## config.mk

```make
export PLATFORM = sky130hd
export DESIGN_NAME = elevator_car_ctrl
export DESIGN_NICKNAME = d
export VERILOG_FILES = /design/src/rtl/elevator_car_ctrl.sv
export SDC_FILE = /design/constraint.sdc
export NUM_CORES = 1
export LEC_CHECK = 0
export BUFFER_PORTS_ARGS = -buffer_cell sky130_fd_sc_hd__buf_2
export CORE_AREA = 2 2 55 57
export DETAILED_ROUTE_END_ITERATION = 8
export DIE_AREA = 0 0 57 59
export PLACE_DENSITY = 0.72
export SETUP_SLACK_MARGIN = 0.05
export SYNTH_ARGS = -nofsm -noshare
export SYNTH_HDL_FRONTEND = slang
export SYNTH_SLANG_ARGS = --single-unit
```

## constraint.sdc

```tcl
create_clock -name Clock -period 2.6 [get_ports Clock]
set_input_delay 0.65 -clock Clock [delete_from_list [all_inputs] [get_ports Clock]]
set_output_delay 0.65 -clock Clock [all_outputs]
set_load 0.02 [all_outputs]
```

## src/rtl/elevator_car_ctrl.sv

```systemverilog
// Single-car SCAN elevator controller: serves latched per-floor requests, door timing, direction preference.
// Optional macro ELEV_IDLE_HOME_EN: after HOME_CYCLES idle cycles the car returns to floor 0 with the door closed.
module elevator_car_ctrl #(
  parameter int NUM_FLOORS    = 4,
  parameter int TRAVEL_CYCLES = 8,
  parameter int DOOR_CYCLES   = 16,
  parameter int HOME_CYCLES   = 64
) (
  input  logic                          Clock,
  input  logic                          Reset,
  input  logic [NUM_FLOORS-1:0]         floor_req,
  output logic [NUM_FLOORS-1:0]         done,
  output logic [$clog2(NUM_FLOORS)-1:0] cur_floor,
  output logic                          moving_up,
  output logic                          moving_down,
  output logic                          door_open
);

  localparam int FW = $clog2(NUM_FLOORS);
  localparam int TW = $clog2(TRAVEL_CYCLES + 1);
  localparam int DW = $clog2(DOOR_CYCLES + 1);
  localparam logic [TW-1:0] TRAVEL_LOAD = TW'(TRAVEL_CYCLES);
  localparam logic [DW-1:0] DOOR_LOAD   = DW'(DOOR_CYCLES);
  // The cycle in which a re-request is seen already counts toward the new window.
  localparam logic [DW-1:0] DOOR_RELOAD = DW'(DOOR_CYCLES - 1);

  if (NUM_FLOORS < 2 || NUM_FLOORS > 16) begin : g_bad_floors
    $error("NUM_FLOORS out of range");
  end
  if (TRAVEL_CYCLES < 1 || DOOR_CYCLES < 1) begin : g_bad_timing
    $error("TRAVEL_CYCLES and DOOR_CYCLES must be >= 1");
  end

  typedef enum logic [1:0] {IDLE, MOVE_UP, MOVE_DOWN, DOOR_OPEN} state_t;

  state_t          state;
  logic            dir_up;
  logic [TW-1:0]   travel_cnt;
  logic [DW-1:0]   door_cnt;
  logic [FW-1:0]   step_floor;
  logic            req_here, req_above, req_below;
  logic            req_step, step_above, step_below;
  logic            idle_up;

`ifdef ELEV_IDLE_HOME_EN
  localparam int HW = $clog2(HOME_CYCLES + 1);
  logic [HW-1:0] idle_cnt;
  logic          homing;
  logic          home_cond;
  assign home_cond = (floor_req == '0) && (cur_floor != '0);
`else
  if (HOME_CYCLES < 1) begin : g_bad_home
    $error("HOME_CYCLES must be >= 1");
  end
`endif

  // Request summaries relative to the current floor and to the floor being approached.
  always_comb begin
    step_floor = (state == MOVE_DOWN) ? cur_floor - 1'b1 : cur_floor + 1'b1;
    req_here   = 1'b0;
    req_above  = 1'b0;
    req_below  = 1'b0;
    req_step   = 1'b0;
    step_above = 1'b0;
    step_below = 1'b0;
    for (int i = 0; i < NUM_FLOORS; i++) begin
      if (floor_req[i]) begin
        if (FW'(i) == cur_floor)  req_here   = 1'b1;
        if (FW'(i) >  cur_floor)  req_above  = 1'b1;
        if (FW'(i) <  cur_floor)  req_below  = 1'b1;
        if (FW'(i) == step_floor) req_step   = 1'b1;
        if (FW'(i) >  step_floor) step_above = 1'b1;
        if (FW'(i) <  step_floor) step_below = 1'b1;
      end
    end
    idle_up = req_above && (dir_up || !req_below);
  end

  always_ff @(posedge Clock) begin
    if (Reset) begin
      state      <= IDLE;
      cur_floor  <= '0;
      dir_up     <= 1'b1;
      travel_cnt <= '0;
      door_cnt   <= '0;
`ifdef ELEV_IDLE_HOME_EN
      idle_cnt   <= '0;
      homing     <= 1'b0;
`endif
    end else begin
      case (state)
        IDLE: begin
`ifdef ELEV_IDLE_HOME_EN
          idle_cnt <= home_cond ? idle_cnt + 1'b1 : '0;
`endif
          if (req_here) begin
            state    <= DOOR_OPEN;
            door_cnt <= DOOR_LOAD;
          end else if (req_above || req_below) begin
            state      <= idle_up ? MOVE_UP : MOVE_DOWN;
            dir_up     <= idle_up;
            travel_cnt <= TRAVEL_LOAD;
`ifdef ELEV_IDLE_HOME_EN
          end else if (home_cond && idle_cnt >= HW'(HOME_CYCLES - 1)) begin
            state      <= MOVE_DOWN;
            dir_up     <= 1'b0;
            travel_cnt <= TRAVEL_LOAD;
            homing     <= 1'b1;
            idle_cnt   <= '0;
`endif
          end
        end
        MOVE_UP, MOVE_DOWN: begin
          if (travel_cnt > TW'(1)) begin
            travel_cnt <= travel_cnt - 1'b1;
          end else begin
            cur_floor  <= step_floor;
            travel_cnt <= '0;
            if (req_step) begin
              state    <= DOOR_OPEN;
              door_cnt <= DOOR_LOAD;
`ifdef ELEV_IDLE_HOME_EN
              homing   <= 1'b0;
`endif
            end else if (state == MOVE_UP ? step_above : step_below) begin
              travel_cnt <= TRAVEL_LOAD;
`ifdef ELEV_IDLE_HOME_EN
            end else if (homing && step_floor != '0) begin
              travel_cnt <= TRAVEL_LOAD;
`endif
            end else begin
              state <= IDLE;
`ifdef ELEV_IDLE_HOME_EN
              homing <= 1'b0;
`endif
            end
          end
        end
        DOOR_OPEN: begin
          if (req_here) begin
            door_cnt <= DOOR_RELOAD;
          end else if (door_cnt <= DW'(1)) begin
            state    <= IDLE;
            door_cnt <= '0;
          end else begin
            door_cnt <= door_cnt - 1'b1;
          end
        end
        default: state <= IDLE;
      endcase
    end
  end

  assign moving_up   = (state == MOVE_UP);
  assign moving_down = (state == MOVE_DOWN);
  assign door_open   = (state == DOOR_OPEN);

  always_comb begin
    done = '0;
    if (state == DOOR_OPEN) begin
      for (int i = 0; i < NUM_FLOORS; i++) begin
        if (FW'(i) == cur_floor) done[i] = floor_req[i];
      end
    end
  end

endmodule

```

# After elaboration in Yosys (flattened, before gate mapping)
# Cells that the tools add are included.
[word_totals]
output_inout_bits = 9
reg_bits = 14
wordCells = 137
[op_classes]
addsub = 4
magnitude_cmp = 18
reduce_logical = 14
eq_ne = 18
bitwise = 2
n_mux = 76
[op_table]
columns = ["op", "n"]
rows = [
  ["1-bit two-way mux", 53],
  ["5-bit two-way mux", 5],
  ["4-bit two-way mux", 6],
  ["2-bit two-way mux", 9],
  ["5-bit one-hot mux with 3 select lines", 1],
  ["2-bit != test (second input constant)", 6],
  ["3-bit AND reduction", 3],
  ["2-bit == test (first input constant)", 4],
  ["1-bit by 2-bit greater-than comparator with 1-bit output (first input constant)", 4],
  ["2-bit greater-than comparator (first input constant)", 4],
  ["1-bit by 2-bit < comparator with 1-bit output (first input constant)", 4],
  ["2-bit < comparator (first input constant)", 4],
  ["4-bit one-hot mux with 2 select lines", 1],
  ["2-bit zero test", 3],
  ["3-bit != test (second input constant)", 2],
  ["2-bit one-hot mux with 3 select lines", 1],
  ["5-bit by 1-bit <= comparator with 1-bit output (second input constant)", 1],
  ["5-bit AND reduction", 1],
  ["5-bit by 1-bit subtractor with 5-bit output (second input constant)", 1],
  ["1-bit by 2-bit == test with 1-bit output (first input constant)", 2],
  ["2-bit == test (second input constant)", 2],
  ["4-bit by 1-bit greater-than comparator with 1-bit output (second input constant)", 1],
  ["4-bit by 1-bit subtractor with 4-bit output (second input constant)", 1],
  ["2-bit by 1-bit adder with 2-bit output (second input constant)", 1],
  ["other kinds (10)", 12],
]

# Longest topological paths before layout
# Gate-level depths: netlist of the first run.
[logic_depth]
ltp_word = 16
mapped_depth = 9

# Least setup slack after synthesis of the first run
# Ideal clock, no wire load.
[synth_path]
path_type = "register to register"
startpoint = "reg cur_floor[0]"
endpoint = "reg door_cnt[4]"
path_stages_with_launch = 10
setup_ns = 0.147
path_buffers = 1
t_arrival_ns = 2.280
required_ns = 2.453
slack_ns = 0.173
cell_sequence = "dfxtp_1 > inv_2 > ha_1 > xor2_1 > mux4_2 > or2_1 > and3_4 > buf_6 > nor2_1 > a311oi_2"
[synth_via]
elab_chain_len = 13
[synth_lines]
columns = ["item", "line_no", "rtl"]
rows = [
  ["start, declared", "13", "output logic [$clog2(NUM_FLOORS)-1:0] cur_floor,"],
  ["start signal, assigned", "117", "cur_floor <= step_floor;"],
  ["2-bit by 1-bit adder with 2-bit output or 2-bit by 1-bit subtractor with 2-bit output (tied branches)", "59", "step_floor = (state == MOVE_DOWN) ? cur_floor - 1'b1 : cur_floor + 1'b1;"],
  ["2-bit two-way mux", "59", ""],
  ["2-bit zero test", "71", "if (FW'(i) == step_floor) req_step = 1'b1;"],
  ["1-bit two-way mux", "71", ""],
  ["1-bit two-way mux", "67", "if (floor_req[i]) begin"],
  ["1-bit two-way mux", "71", ""],
  ["1-bit two-way mux", "67", ""],
  ["1-bit two-way mux", "71", ""],
  ["1-bit two-way mux", "67", ""],
  ["1-bit two-way mux", "71", ""],
  ["1-bit two-way mux", "67", ""],
  ["2-bit != test (no line)", "--", ""],
  ["3-bit AND reduction (no line)", "--", ""],
  ["end signal, assigned", "146", "door_cnt <= door_cnt - 1'b1;"],
  ["end, declared", "39", "logic [DW-1:0] door_cnt;"],
]
# Several ways; a longest one is shown, not always the timed one.
# A chain may end at the register's enable or synchronous reset.

# Worst setup path in the final report of the first run
[layout_path]
startpoint = "reg cur_floor[1]"
endpoint = "reg door_cnt[0]"
# Same word-level chain as after synthesis.

==> flow_metrics.env, run 1 <==
export IMPL_ys_top_cells_by_area="dfxtp_1 24%, ha_1 15%, nor2_1 4.8%"
export IMPL_yosys_area_top_type="dfxtp_1"
export IMPL_grt_max_degree=16
export IMPL_dieWidth_um=57
export IMPL_yosys_warnings=0
export IMPL_cts_setup_buffers=0
export IMPL_gr_total_overflow=0
export IMPL_slew_headroom=0.724
export IMPL_rows=19
export IMPL_post_synth_top_count_cell="nor2_1"
export IMPL_hold_end="travel_cnt[0]"
export IMPL_syn_nets=167
export IMPL_synth_cells=147
export IMPL_setup_viol_count_final=0
export IMPL_n_fill_cell=269
export IMPL_syn_avg_cell_area_um2=8.00
export IMPL_tightest_slew_ns=0.414
export IMPL_numCtsBuffers=3
export IMPL_rsz0062_at_grt="false"
export IMPL_synth_edf_count=0
export IMPL_drt_iter0_drc=20
export IMPL_whs_path_depth=2
export IMPL_path_clk_slew_ns=0.10
export IMPL_detail_route_antenna_nets=0
export IMPL_grt_usage=0.177
export IMPL_grt_pass1_vias=1125
export IMPL_post_synth_num_cell_types=44
export IMPL_cts_root_buf="clkbuf_4"
export IMPL_yosys_area_top_type_share=0.238
export IMPL_dp_slack_ns=0.148
export IMPL_clock_sinks=14
export IMPL_ys_ff_latch=14
export IMPL_skew_ns=0.00776
export IMPL_crit_fanout=7
export IMPL_power_mw=1.54
export IMPL_design_area_um2=1330
export IMPL_total_switching_power_mw=0.733
export IMPL_grt_pass1_wl_um=4730
export IMPL_fin_hold_ws_ns=0.517
export IMPL_power_internal_mw=0.804
export IMPL_fin_util=0.491
export IMPL_gp_congestion=1.00
export IMPL_cp_required_ns=2.82
export IMPL_clock_latency_ns=0.29
export IMPL_cts_tree="done"
export IMPL_post_drt_wl_per_cell_um=13.5
export IMPL_synth_seq_area_share=0.238
export IMPL_startpoint_type="flop"
export IMPL_worst_setup_path_end_kind="flop"
export IMPL_p_leak_nw=0.596
export IMPL_cp_cell_sequence="inv_1 > ha_1 > xor2_2 > mux4_2 > or2_1 > and3_1 > o21a_1 > nor3_1"
export IMPL_crit_family="simple AND/OR/NAND/NOR gates"
export IMPL_core_area_um2=2710
export IMPL_hold_violations=0
export IMPL_r2r_start="cur_floor[1]"
export IMPL_hold_start="travel_cnt[0]"
export IMPL_share_comb_of_total_power=0.658
export IMPL_r2r_worst_path_cells=8
export IMPL_setup_ws_ns=0.288
export IMPL_critPathBufInv=1
export IMPL_viasPerCell=5.67
export IMPL_die_h_um=59
export IMPL_critical_path_arrival_ns=2.53
export IMPL_hp_class="reg -> reg"
export IMPL_syn_area_um2=1180
export IMPL_period_share=0.889
export IMPL_fin_nets=184
export IMPL_p_per_area_nw_per_um2=1150
export IMPL_start_util=0.434
export IMPL_maxCapViolCount=0
export IMPL_power_frac_clock=0.110
export IMPL_fin_tns_setup_ns=0
export IMPL_synth_common_cells="15 x nor2_1, 14 x dfxtp_1, 14 x ha_1, 11 x inv_1, 11 x nor3_1"
export IMPL_ios=15
export IMPL_first_pass_iters=4
export IMPL_vias=1100
export IMPL_drc=0
export IMPL_htreeDepth=1
export IMPL_clock_path_buffers=2
export IMPL_final_max_slew_viol_count=0
export IMPL_cpPeakStageDelay_ns=0.43
export IMPL_status="finished, final reports clean"
export IMPL_fin_crit_ns=2.31
export IMPL_switching_share=0.477
export IMPL_antenna_found_initial=0
export IMPL_die_area_um2=3360
export IMPL_cp_slowest_cell="dfxtp_1"
export IMPL_place_hpwl_um=2070
export IMPL_routed_wl_um=2610
export IMPL_instances_no_fill=194
export IMPL_timing_rr_end="door_cnt[0]"
export IMPL_drive_gt1_frac=0.196
export IMPL_io_buffers=14
export IMPL_seq_power_share=0.233
export IMPL_n_antenna_cell=0
export IMPL_synth_async_reset_ratio=0
export IMPL_rrSetupSlack_ns=0.29
export IMPL_syn_to_final_growth_pct=13.2
export IMPL_crit_type="reg -> reg"
export IMPL_ir_drop_mv=0.547
export IMPL_place_area_um2=1270
export IMPL_synthFlopType="dfxtp_1"
export IMPL_fmax_mhz=433
export IMPL_place_inst=190
[power groups by stage]
stage / clock, mW / combinational, mW / sequential (mW)
global route: 0.183 / 1.15 / 0.370
floorplan: 0 / 0.814 / 0.354
detailed placement: 0 / 0.975 / 0.362
finish: 0.168 / 1.01 / 0.357
CTS: 0.168 / 0.984 / 0.357
global placement: 0 / 0.950 / 0.355
[layout by cell type, fill, tap and decap left out, drive strengths merged, types with 2 or more instances in the layout]
cell,synthesis,final
xnor2,2,2
mux2i,3,3
and3,6,6
ha,14,14
nand3,3,3
nor2,16,16
or3,2,2
a21oi,7,7
inv,12,12
a21o,2,2
a21boi,2,2
clkbuf,1,4
buf,1,14
nand2,8,8
or2,2,2
nand2b,6,6
a211oi,3,3
a22oi,2,2
or3b,2,2
nor2b,3,3
o21ai,9,9
nor3,11,11
dfxtp,14,14
o21a,2,2
[layout make-up]
class	instances	area [µm²]	share of cell area
Inverter	12	45.0	0.0338
Timing Repair Buffer	14	70.1	0.0526
Multi-Input combinational cell	119	860	0.646
Sequential cell	14	282	0.211
Clock buffer	4	36.3	0.0273
Tap cell	31	38.8	0.0291
[worst max path at each step]
stage,start,end,cells after the start
global placement,cur_floor[0],state[1],7
floorplan,cur_floor[0],door_cnt[4],9
global route,cur_floor[1],door_cnt[0],8
finish,cur_floor[1],door_cnt[0],8
detailed placement,cur_floor[0],state[1],7
CTS,cur_floor[0],state[1],7
[logic make-up (layout without fill, tap and decap cells)]
group | Yosys count | after routing | share of synthesized area
muxes | 5 | 5 | 0.0543
xor gates and xnor gates | 3 | 3 | 0.0223
and+or+nand+nor | 63 | 63 | 0.285
AOI/OAI and AO/OA | 34 | 34 | 0.200
buffers and inverters | 14 | 30 | 0.0511
adders and majority gates | 14 | 14 | 0.149
DFF | 14 | 14 | 0.238
[registers in the layout, indices dropped and copies added, names as in the netlist]
| name | flops |
|---|---|
| cur_floor | 2 |
| door_cnt | 5 |
| dir_up | 1 |
| travel_cnt | 4 |
| state | 2 |
[what timing repair did]
item | in CTS | in global routing
hold buffers | 0 | 0
resized for setup | 0 | 5
hold endpoints to repair | 0 | 0
endpoints found under the setup margin | 0 | 8
[worst register-to-register path, cell delays in order (launching register included)]
cell	delay (ns)
dfxtp_1	0.43
inv_1	0.11
ha_1	0.32
xor2_2	0.26
mux4_2	0.38
or2_1	0.26
and3_1	0.22
o21a_1	0.12
nor3_1	0.14
[metal layers]
layer / GRT usage / wire length (µm)
met1: 0.231 / 1140
met2: 0.297 / 1330
met3: 0.0175 / 92
met4: 0.0831 / 57
met5: 0 / 0
(Power assumes the default switching activity.)
==> inputs of run 2 (changes only) <==
Settings changed: CORE_AREA 2 2 55 57 to 2 2 61 63, DIE_AREA 0 0 57 59 to 0 0 63 65, GPL_TIMING_DRIVEN from default to 0, PLACE_DENSITY 0.72 to 0.64.
Clock period 2.6 ns to 2 ns, I/O delays scaled along.
==> flow_metrics.env, run 2 (synthesized netlist as in run 1, its figures left out) <==
export IMPL_layout_cells_most_common="buf_2"
export IMPL_start_util=0.336
export IMPL_hold_start="Reset"
export IMPL_vias=1135
export IMPL_crit_type="reg -> reg"
export IMPL_hold_end="door_cnt[4]"
export IMPL_failed_checks="negative setup slack"
export IMPL_core_area_um2=3500
export IMPL_fin_crit_ns=2.01
export IMPL_grt_pass1_wl_um=4940
export IMPL_fmax_mhz=498
export IMPL_status="finished, violations left"
export IMPL_layout_common_cells="14 x buf_2, 13 x nor2_1"
export IMPL_critical_path_arrival_ns=2.20
export IMPL_io_buffers=14
export IMPL_n_fill_cell=346
export IMPL_slew_headroom=0.632
export IMPL_clock_latency_ns=0.27
export IMPL_design_area_um2=1560
export IMPL_gr_total_overflow=0
export IMPL_crit_fanout=6
export IMPL_ir_drop_mv=0.763
export IMPL_drive_gt1_frac=0.349
export IMPL_place_hpwl_um=2060
export IMPL_grt_max_degree=11
export IMPL_startpoint_type="flop"
export IMPL_worst_setup_path_end_kind="flop"
export IMPL_antenna_found_initial=0
export IMPL_n_antenna_cell=0
export IMPL_routed_wl_um=2830
export IMPL_fin_util=0.446
export IMPL_clock_sinks=14
export IMPL_fin_nets=194
export IMPL_drc=0
export IMPL_clock_path_buffers=2
export IMPL_period_share=1.00
export IMPL_die_h_um=65
export IMPL_p_leak_nw=0.655
export IMPL_largest_register_ffs=5
export IMPL_r2r_worst_path_cells=7
export IMPL_whs_path_depth=2
export IMPL_top_register="door_cnt"
export IMPL_p_per_area_nw_per_um2=1540
export IMPL_hold_violations=0
export IMPL_drt_iter0_drc=32
export IMPL_hp_class="in -> reg"
export IMPL_gp_congestion=0.809
export IMPL_biggestRegsByFlops="door_cnt: 5 flops, travel_cnt: 4 flops"
export IMPL_setup_ws_ns=-0.00902
export IMPL_timing_rr_end="door_cnt[4]"
export IMPL_setup_viol_count_final=2
export IMPL_cp_required_ns=2.19
export IMPL_rows=22
export IMPL_ios=15
export IMPL_skew_ns=0.00481
export IMPL_dieWidth_um=63
export IMPL_place_area_um2=1350
export IMPL_rsz0062_at_grt="true"
export IMPL_path_clk_slew_ns=0.08
export IMPL_cts_tree="done"
export IMPL_numCtsBuffers=3
export IMPL_first_pass_iters=4
export IMPL_viasPerCell=5.16
export IMPL_htreeDepth=1
export IMPL_final_max_slew_viol_count=0
export IMPL_r2r_start="cur_floor[0]"
export IMPL_cts_root_buf="clkbuf_4"
export IMPL_detail_route_antenna_nets=0
export IMPL_maxCapViolCount=0
export IMPL_grt_pass1_vias=1141
export IMPL_rrSetupSlack_ns=-0.009
export IMPL_tightest_slew_ns=0.552
export IMPL_syn_to_final_growth_pct=32.4
export IMPL_grt_usage=0.152
export IMPL_die_area_um2=4100
export IMPL_post_drt_wl_per_cell_um=12.9
run 2: changes by cell type in the layout (fill, tap and decap cells not counted), moves of 2 or more:
cell | previous run | this run
ha_4 | 0 | 3
dfxtp_4 | 0 | 2
a21boi_0 | 2 | 0
buf_4 | 0 | 9
nor2_1 | 15 | 13
a21boi_2 | 0 | 2
ha_1 | 14 | 10
dfxtp_1 | 13 | 10
a21oi_1 | 6 | 4
run 2: routing by layer:
metal | global-route usage | wire length, µm | vias to the layer above
li1 | - | - | 575
met1 | 0.173 | 1200 | 533
met2 | 0.271 | 1440 | 21
met3 | 0.0365 | 129 | 6
met4 | 0.0611 | 60 | 0
met5 | 0 | 0 | -
run 2: power by group:
group | switching, mW | internal (mW)
Clock | 0.0863 | 0.0697
Sequential | 0.110 | 0.376
Combinational | 0.918 | 0.837
Total | 1.12 | 1.28
run 2: worst max path at each step:
| stage | startpoint | to | slack [ns] | cells past startpoint |
|---|---|---|---|---|
| after CTS | cur_floor[0] | door_cnt[4] | -0.05 | 7 |
| final | cur_floor[0] | door_cnt[4] | -0.009 | 7 |
| after floorplan | cur_floor[0] | door_cnt[4] | -0.08 | 9 |
| after detailed placement | cur_floor[0] | state[0] | -0.22 | 7 |
| after global placement | cur_floor[0] | door_cnt[2] | -0.17 | 9 |
| after global routing | cur_floor[0] | travel_cnt[3] | -0.12 | 9 |
run 2: area by class of cell:
class | instances | area [µm²] | share of cell area
clock buffer | 3 | 22.5 | 0.0145
multi-input combinational | 119 | 993 | 0.638
timing repair buffer | 23 | 138 | 0.0884
sequential | 14 | 290 | 0.186
inverter | 12 | 50.0 | 0.0321
buffer | 1 | 3.75 | 0.00241
tap | 48 | 60.1 | 0.0386
run 2: worst max-delay path, cell delays in order, from the launching register on:
cell      delay, ns
dfxtp_4        0.40
inv_6          0.04
ha_4           0.28
xor2_4         0.15
mux4_2         0.33
or2_4          0.27
and3_4         0.22
a311oi_2       0.23
run 2: repair_timing:
item | 4_1_cts | 5_1_grt
setup endpoints to repair | 11 | 15
hold buffers | 0 | 0
setup buffers | 9 | 0
pin swaps | 10 | 7
gates resized for setup | 19 | 10
run 2: metrics by stage:
stage | hold WS [ns] | worst slack, ns | total power, mW | setup TNS (ns) | cells
4_1_cts | 0.444 | -0.0548 | 2.31 | -0.181 | 220
3_5_place_dp | 0.508 | -0.220 | 1.87 | -1.68 | 209
5_1_grt | 0.458 | -0.117 | 2.61 | -0.707 | 220
2_1_floorplan | 0.475 | -0.0812 | 1.59 | -0.365 | 147
3_3_place_gp | 0.491 | -0.173 | 1.82 | -1.24 | 209
6_report | 0.455 | -0.00902 | 2.40 | -0.0107 | 220
==> inputs of run 3 (changes only) <==
Settings changed: ABC_AREA from default to 1, CORE_AREA 2 2 61 63 to 2 2 62 64, DIE_AREA 0 0 63 65 to 0 0 64 66.
==> flow_metrics.env, run 3 <==
export IMPL_status="finished, final reports clean"
export IMPL_hold_end="door_cnt[0]"
export IMPL_p_per_area_nw_per_um2=1810
export IMPL_antenna_found_initial=0
export IMPL_place_inst=243
export IMPL_worst_setup_path_end_kind="output pin"
export IMPL_fin_crit_ns=1.84
export IMPL_tightest_slew_ns=0.239
export IMPL_period_share=0.918
export IMPL_cts_tree="done"
export IMPL_r2r_worst_path_cells=11
export IMPL_yosys_warnings=0
export IMPL_place_hpwl_um=2050
export IMPL_die_area_um2=4220
export IMPL_synthFlopType="dfxtp_1"
export IMPL_biggestRegsByFlops="door_cnt: 5 flops, travel_cnt: 4 flops"
export IMPL_timing_rr_end="door_cnt[0]"
export IMPL_hp_class="in -> reg"
export IMPL_grt_pass1_vias=1061
export IMPL_hold_violations=0
export IMPL_setup_ws_ns=0.164
export IMPL_syn_avg_cell_area_um2=6.70
export IMPL_post_synth_top_count_cell="nand2_1"
export IMPL_synth_cells=181
export IMPL_drt_iter0_drc=48
export IMPL_syn_area_um2=1210
export IMPL_final_max_slew_viol_count=0
export IMPL_place_area_um2=1340
export IMPL_rsz0062_at_grt="false"
export IMPL_ir_drop_mv=0.712
export IMPL_ctsHoldBuffers=0
export IMPL_ios=15
export IMPL_first_pass_iters=4
export IMPL_gr_total_overflow=0
export IMPL_drc=0
export IMPL_syn_nets=201
export IMPL_n_fill_cell=376
export IMPL_fmax_mhz=545
export IMPL_maxCapViolCount=0
export IMPL_rrSetupSlack_ns=0.18
export IMPL_layout_cells_most_common="nand2_1"
export IMPL_dieWidth_um=64
export IMPL_slew_headroom=0.841
export IMPL_rows=22
export IMPL_crit_fanout=8
export IMPL_critical_path_arrival_ns=1.34
export IMPL_synth_edf_count=0
export IMPL_setup_viol_count_final=0
export IMPL_synth_seq_area_share=0.231
export IMPL_crit_type="reg -> out"
export IMPL_p_leak_nw=0.721
export IMPL_cpPeakStageDelay_ns=0.36
export IMPL_cts_root_buf="clkbuf_4"
export IMPL_n_antenna_cell=0
export IMPL_cp_slowest_cell="dfxtp_4"
export IMPL_ys_top_cells_by_area="dfxtp_1 23%, ha_1 14%, nand2_1 14%"
export IMPL_grt_pass1_wl_um=4810
export IMPL_hold_start="Reset"
export IMPL_dp_slack_ns=-0.000584
export IMPL_fin_nets=226
export IMPL_vias=1173
export IMPL_numCtsBuffers=3
export IMPL_synth_common_cells="44 x nand2_1, 24 x inv_1, 22 x nor2_1, 14 x dfxtp_1, 14 x ha_1"
export IMPL_post_drt_wl_per_cell_um=11.0
export IMPL_yosys_area_top_type="dfxtp_1"
export IMPL_gp_congestion=0.827
export IMPL_ys_ff_latch=14
export IMPL_grt_max_degree=11
export IMPL_path_clk_slew_ns=0.09
export IMPL_grt_usage=0.142
export IMPL_routed_wl_um=2780
export IMPL_core_area_um2=3550
export IMPL_io_buffers=14
export IMPL_yosys_area_top_type_share=0.231
export IMPL_syn_to_final_growth_pct=20.3
export IMPL_instances_no_fill=253
export IMPL_fin_util=0.411
export IMPL_detail_route_antenna_nets=0
export IMPL_post_synth_num_cell_types=30
export IMPL_die_h_um=66
export IMPL_htreeDepth=1
export IMPL_clock_sinks=14
export IMPL_startpoint_type="flop"
export IMPL_synth_async_reset_ratio=0
export IMPL_fin_hold_ws_ns=0.438
export IMPL_clock_path_buffers=2
export IMPL_skew_ns=0.00499
export IMPL_clock_latency_ns=0.28
export IMPL_cp_cell_sequence="buf_4 > ha_1 > nand2_1 > nor2_1 > buf_2"
export IMPL_design_area_um2=1460
export IMPL_r2r_start="cur_floor[1]"
export IMPL_drive_gt1_frac=0.234
export IMPL_largest_register_ffs=5
export IMPL_whs_path_depth=2
export IMPL_top_register="door_cnt"
export IMPL_start_util=0.341
export IMPL_layout_common_cells="43 x nand2_1, 23 x inv_1, 21 x nor2_1"
export IMPL_viasPerCell=4.64
export IMPL_cp_required_ns=1.50
[run 3: changes by cell type after synthesis, moves of 5 or more]
cell,delta
inv_1,+13
nand2_1,+36
nand2b_1,-6
nand3_1,+5
nor2_1,+7
nor3_1,-10
[run 3: layout make-up]
| type | instances | area [µm²] | area share |
|---|---|---|---|
| clock buffer | 4 | 36.3 | 0.0249 |
| inverter | 25 | 93.8 | 0.0643 |
| multi-input combinational | 142 | 866 | 0.593 |
| sequential | 14 | 288 | 0.197 |
| tap | 48 | 60.1 | 0.0412 |
| timing repair buffer | 20 | 115 | 0.0789 |
[run 3: critical path, delay by kind of cell, from the launching register on]
family	cells	cell delay, ns
buf+inv	2	0.32
fa+ha+maj	1	0.19
flops	1	0.36
simple gates	2	0.18
[run 3: routing by layer]
| layer | GRT usage | share of wire | up-vias |
|---|---|---|---|
| met4 | 0.0163 | 0.0050 | 0 |
| met1 | 0.201 | 0.50 | 523 |
| met2 | 0.225 | 0.46 | 19 |
| met5 | 0 | 0 | - |
| li1 | - | - | 629 |
| met3 | 0.0307 | 0.029 | 2 |
[run 3: what timing repair did]
item,CTS,global route
buffers inserted,0,6
endpoints found under the setup margin,6,11
resized for setup,2,10
pin swaps,0,3
[run 3: worst max path at each step]
stage | endpoint | start | slack, ns
final | done[1] | cur_floor[0] | 0.16
after global routing | travel_cnt[1] | cur_floor[0] | 0.06
after CTS | state[1] | cur_floor[0] | 0.07
after detailed placement | state[1] | cur_floor[1] | -0.0006
after global placement | state[1] | cur_floor[1] | 0.02
after floorplan | state[0] | cur_floor[1] | 0.11
[run 3: through the flow]
step / power [mW] / TNS [ns]
2_1_floorplan: 1.85 / 0
3_3_place_gp: 2.15 / 0
3_5_place_dp: 2.17 / -0.000584
4_1_cts: 2.40 / 0
5_1_grt: 2.95 / 0
6_report: 2.64 / 0
[run 3: logic make-up (layout without fill, tap and decap cells)]
group	after synthesis	count (layout)	synth area share
fa+ha+maj	14	14	0.144
xor+xnor	4	4	0.0289
simple gates	94	94	0.368
flops	14	14	0.231
compound gates	30	30	0.150
buf+inv	25	49	0.0774
[run 3: where the power goes]
group | switching [mW] | total [mW] | internal, mW
Combinational | 1.17 | 1.94 | 0.775
Sequential | 0.0837 | 0.489 | 0.405
Clock | 0.0963 | 0.207 | 0.111
